## config.mk

```make
export PLATFORM = sky130hd
export DESIGN_NAME = apb3_regfile_slave
export DESIGN_NICKNAME = d
export VERILOG_FILES = /design/src/rtl/apb3_regfile_slave.sv
export SDC_FILE = /design/constraint.sdc
export NUM_CORES = 1
export LEC_CHECK = 0
export ABC_AREA = 1
export CAP_MARGIN = 5
export CORE_AREA = 2 2 238 240
export CTS_CLUSTER_SIZE = 20
export DETAILED_ROUTE_END_ITERATION = 16
export DIE_AREA = 0 0 240 242
export DONT_BUFFER_PORTS = 1
export PLACE_DENSITY = 0.44
export RECOVER_POWER = 50
export REMOVE_ABC_BUFFERS = 1
export SYNTH_ARGS = -nofsm -noshare
export SYNTH_HDL_FRONTEND = slang
export SYNTH_SLANG_ARGS = --single-unit
```

## constraint.sdc

```tcl
create_clock -name pclk -period 52.5 [get_ports pclk]
set_input_delay 15.75 -clock pclk [delete_from_list [all_inputs] [get_ports pclk]]
set_output_delay 15.75 -clock pclk [all_outputs]
set_load 0.005 [all_outputs]
```

## src/rtl/apb3_regfile_slave.sv

```systemverilog
`default_nettype none
// ============================================================================
// Module      : apb3_regfile_slave
// Description : APB3 slave endpoint that terminates the bus in a bank of
//               NUM_REGS registers. Provides programmable wait states,
//               error responses (range, alignment, read-only write, protocol
//               violation) and one-cycle write/read strobes for downstream
//               logic.
// Revision    : 1.0 - initial release
// ============================================================================
module apb3_regfile_slave #(
    parameter int                    ADDR_WIDTH  = 12,
    parameter int                    DATA_WIDTH  = 32,
    parameter int                    NUM_REGS    = 8,
    parameter int                    WAIT_STATES = 0,
    parameter logic [NUM_REGS-1:0]   RO_MASK     = '0,
    parameter logic [DATA_WIDTH-1:0] RESET_VAL   = '0
) (
    input  logic                           pclk,
    input  logic                           rst,
    input  logic                           psel,
    input  logic                           penable,
    input  logic                           pwrite,
    input  logic [ADDR_WIDTH-1:0]          paddr,
    input  logic [DATA_WIDTH-1:0]          pwdata,
    output logic [DATA_WIDTH-1:0]          prdata,
    output logic                           pready,
    output logic                           pslverr,
    output logic [NUM_REGS*DATA_WIDTH-1:0] regs_q,
    input  logic [NUM_REGS*DATA_WIDTH-1:0] hw_rdata,
    output logic                           wr_stb,
    output logic                           rd_stb,
    output logic [7:0]                     stb_idx
);

    // Byte-lane address bits below the word index
    localparam int          c_al    = $clog2(DATA_WIDTH / 8);
    localparam int          c_iw    = ADDR_WIDTH - c_al;
    localparam logic [3:0]  c_wait  = 4'(WAIT_STATES);
    localparam logic [31:0] c_num   = 32'(NUM_REGS);

    localparam logic [1:0]  c_st_idle   = 2'd0;
    localparam logic [1:0]  c_st_setup  = 2'd1;
    localparam logic [1:0]  c_st_access = 2'd2;

    logic [1:0]            r_state;
    logic [3:0]            r_cnt;
    logic [ADDR_WIDTH-1:0] r_addr;
    logic                  r_write;
    logic [DATA_WIDTH-1:0] r_wdata;

    logic [c_iw-1:0]       w_idx;
    logic                  w_misalign;
    logic                  w_range_err;
    logic                  w_ro_hit;
    logic                  w_req_err;
    logic                  w_acc_rdy;
    logic                  w_viol;
    logic                  w_wr_en;
    logic                  w_rd_en;
    logic [DATA_WIDTH-1:0] w_rd_sel;

    // All decode works on the request copy captured in SETUP, never on the live bus
    assign w_idx = r_addr[ADDR_WIDTH-1:c_al];

    generate
        if (c_al > 0) begin : g_align
            assign w_misalign = |r_addr[c_al-1:0];
        end else begin : g_no_align
            assign w_misalign = 1'b0;
        end
    endgenerate

    assign w_range_err = (32'(w_idx) >= c_num);

    // Read-data mux and read-only lookup for the latched index
    always_comb begin
        w_rd_sel = '0;
        w_ro_hit = 1'b0;
        for (int i = 0; i < NUM_REGS; i++) begin
            if (32'(w_idx) == 32'(i)) begin
                w_rd_sel = regs_q[i*DATA_WIDTH +: DATA_WIDTH];
                w_ro_hit = RO_MASK[i];
            end
        end
    end

    assign w_req_err = w_range_err | w_misalign | (r_write & w_ro_hit);

    // psel is part of completion so a dropped select can never commit a write
    assign w_acc_rdy = (r_state == c_st_access) & psel & penable & (r_cnt == c_wait);
    // Access phase seen without a preceding setup; suppressed while in reset
    assign w_viol    = (r_state == c_st_idle) & psel & penable & ~rst;

    assign w_wr_en   = w_acc_rdy &  r_write & ~w_req_err;
    assign w_rd_en   = w_acc_rdy & ~r_write & ~w_req_err;

    assign pready    = w_acc_rdy | w_viol;
    assign pslverr   = w_viol | (w_acc_rdy & w_req_err);
    assign prdata    = w_rd_en ? w_rd_sel : '0;
    assign wr_stb    = w_wr_en;
    assign rd_stb    = w_rd_en;
    assign stb_idx   = (w_wr_en | w_rd_en) ? 8'(w_idx) : 8'd0;

    // Transfer FSM: request capture in SETUP, wait-state counting in ACCESS
    always_ff @(posedge pclk or posedge rst) begin
        if (rst) begin
            r_state <= c_st_idle;
            r_cnt   <= 4'd0;
            r_addr  <= '0;
            r_write <= 1'b0;
            r_wdata <= '0;
        end else begin
            case (r_state)
                c_st_idle: begin
                    if (psel && !penable) begin
                        r_state <= c_st_setup;
                    end
                end
                c_st_setup: begin
                    r_addr  <= paddr;
                    r_write <= pwrite;
                    r_wdata <= pwdata;
                    r_cnt   <= 4'd0;
                    r_state <= c_st_access;
                end
                c_st_access: begin
                    if (!psel || w_acc_rdy) begin
                        r_state <= c_st_idle;
                    end else if (r_cnt < c_wait) begin
                        r_cnt <= r_cnt + 4'd1;
                    end
                end
                default: begin
                    r_state <= c_st_idle;
                end
            endcase
        end
    end

    // Register bank: read-only slots mirror hardware, writable slots hold state
    generate
        for (genvar gi = 0; gi < NUM_REGS; gi++) begin : g_reg
            if (RO_MASK[gi]) begin : g_ro
                assign regs_q[gi*DATA_WIDTH +: DATA_WIDTH] = hw_rdata[gi*DATA_WIDTH +: DATA_WIDTH];
            end else begin : g_rw
                logic [DATA_WIDTH-1:0] r_q;
                logic                  w_hw_unused;

                // Hardware value is only meaningful for read-only slots
                assign w_hw_unused = ^hw_rdata[gi*DATA_WIDTH +: DATA_WIDTH];

                // Commit the latched write data on a successful write completion
                always_ff @(posedge pclk or posedge rst) begin
                    if (rst) begin
                        r_q <= RESET_VAL;
                    end else if (w_wr_en && (32'(w_idx) == 32'(gi))) begin
                        r_q <= r_wdata;
                    end
                end

                assign regs_q[gi*DATA_WIDTH +: DATA_WIDTH] = r_q;
            end
        end
    endgenerate

endmodule
`default_nettype wire

```

==> metrics.txt <==
GRT Total Usage 0.185; Tmin final 34.79 ns; GR Overflow Total 0; Die W 240 µm; final hold violation count 0; multi-input logic area 4980 µm²; # hold bufs at CTS 0; CTS tree done; Power Dens Cells 37.3 nW/µm²; critical path type input pin to output port; # IOs 605; crit path cell chain clkinvlp_2, nand3_1, nand2_1; Worst-Margin Slew 3.49 ns; register area share after synthesis 0.571; Skew-Pair Late Insertion Delay 0.55 ns; Achievable Freq 28.7 MHz; count of final max-slew check failures 192; largest net degree at the start of global routing 84; period utilization 0.663; Worst path max stage delay 2.26 ns; routed len/inst 23.1 µm; setup bufs post-CTS 0; setup TNS 0 ns; Syn Inst Count 1,582; CP max FO 62; status finished, violations left; Layout Utilization 0.275; worst-case clock buffer depth 3; Nets 1,855; vias in the first global route 10,900; Starting Density 0.238; DR vias/cell 4.77; post-CTS sizing 0; core area 55,700 µm²; Sink Count 303; PortBufs 0; H-tree Lvls 2; Avg Inst Size Synth 8.39 µm²; critical path arrival 19.04 ns; most frequent cells in the layout nand2_1 (436), dfrtp_1 (303), o21ai_0 (243); VDD IR max 0.0000231 V; dpl hpwl 35.1 mm; CTS root buf clkbuf_16; startpoint types input pin; Syn. warnings 0; Max-Cap Viols 4; Reg area 7580 µm²; CP max stage cell clkinvlp_2; Die Ht 242 µm; die area 58,100 µm²; fill cell count 6,060; antenna viol nets, final 0; first-pass iteration count of the detailed router 5; Syn-to-layout area delta 15.6%; post-synth cell types 26; critical path required time 36.75 ns; violated checks max-capacitance violations, max-slew violations; Rows 87; crit end category output port; RSZ-0062 raised after global routing no; first-pass GRT wire length 78.6 mm; hold crit path type register to register; initial drt markers 811; Cell Area, Synth 13,300 µm²; layout cells sized above 1 0.0722; via count 11,100; initial antenna violation count 6; Leakage 0.00694 µW; final wirelength 54.1 mm; RD Place Congestion 0.802; Slew headroom -1.32; Clock Skew 0.0275 ns; most common cell after layout, fill and taps aside nand2_1; setup violators final 0; number of synthesized register bits 303; CTS buffer count 38; DRC viols 0; CTS clock-pin slew for the worst setup and hold paths 0.05 ns
registers in the layout, indices dropped and copies added, names as in the netlist:
name	flops
g.g_rw.r_q	256
r_wdata	32
r_addr	12
r_state	2
r_write	1
cell families after synthesis:
family / after synthesis / synth area share
mux: 9 / 0.00764
compound gates: 324 / 0.122
simple gates: 749 / 0.240
other cells: 1 / 0.000283
flops: 303 / 0.571
buf+inv: 196 / 0.0582
layout make-up:
| class | count | share of cell area |
|---|---|---|
| clock buffers | 58 | 0.0754 |
| diodes | 3 | 0.000489 |
| inverters | 96 | 0.0236 |
| repair buffers | 24 | 0.0113 |
| multi-input cells | 1087 | 0.324 |
| flip-flops and latches | 303 | 0.494 |
| well taps | 756 | 0.0617 |
| clock inverters | 10 | 0.00881 |
final timing paths:
path / endpoint / cells past startpoint / start / slack (ns)
worst min register to register: r_state[0] / 1 / r_state[1] / 0.46
worst max-delay path: pslverr / 3 / rst / 17.71
min in group asynchronous: g_reg[1].g_rw.r_q[0] / 1 / rst / 15.96
max in group asynchronous: g_reg[6].g_rw.r_q[15] / 4 / rst / 31.43
worst max register to register: g_reg[6].g_rw.r_q[1] / 9 / r_addr[6] / 47.91
worst min-delay path: r_state[0] / 1 / r_state[1] / 0.46
per-stage QoR:
step / setup WS (ns) / power (µW) / instance area, µm² / instances / hold slack, ns
global placement: 18.71 / 304 / 14100 / 2266 / 0.443
detailed placement: 18.79 / 305 / 14100 / 2266 / 0.454
finish: 17.71 / 572 / 15300 / 2337 / 0.458
global route: 16.93 / 597 / 15300 / 2334 / 0.481
floorplan: 14.00 / 283 / 12900 / 1486 / 0.429
CTS: 18.79 / 581 / 15400 / 2334 / 0.461
critical path: cells and delay by family:
family,cells,cell delay (ns)
buf+inv,1,2.26
simple gates,2,0.98
report_power, final:
| group | internal (µW) | switching [µW] |
|---|---|---|
| registers | 244 | 4.32 |
| clock network | 167 | 106 |
| logic | 8.39 | 42.9 |
| total | 419 | 153 |
cell usage after synthesis, drive strengths merged:
master	instances	area share
nand4	64	0.034
nor2	149	0.043
dfrtp	303	0.57
nor4	1	0.00047
buf	24	0.0094
nand3	88	0.035
clkinv	1	0.00028
clkbuf	76	0.022
nor3	7	0.0035
conb	1	0.00028
nand2	440	0.12
a21oi	50	0.019
mux2	9	0.0076
inv	95	0.027
o21ai	274	0.10
per-layer routing:
layer | global-route usage | up-vias | wire (µm)
met4 | 0.0486 | 4 | 1140
met2 | 0.268 | 517 | 22400
met5 | 0 | - | 27
li1 | - | 5142 | -
met3 | 0.105 | 65 | 7960
met1 | 0.233 | 5420 | 22500
No activity file was read; power rests on OpenSTA's default activity.
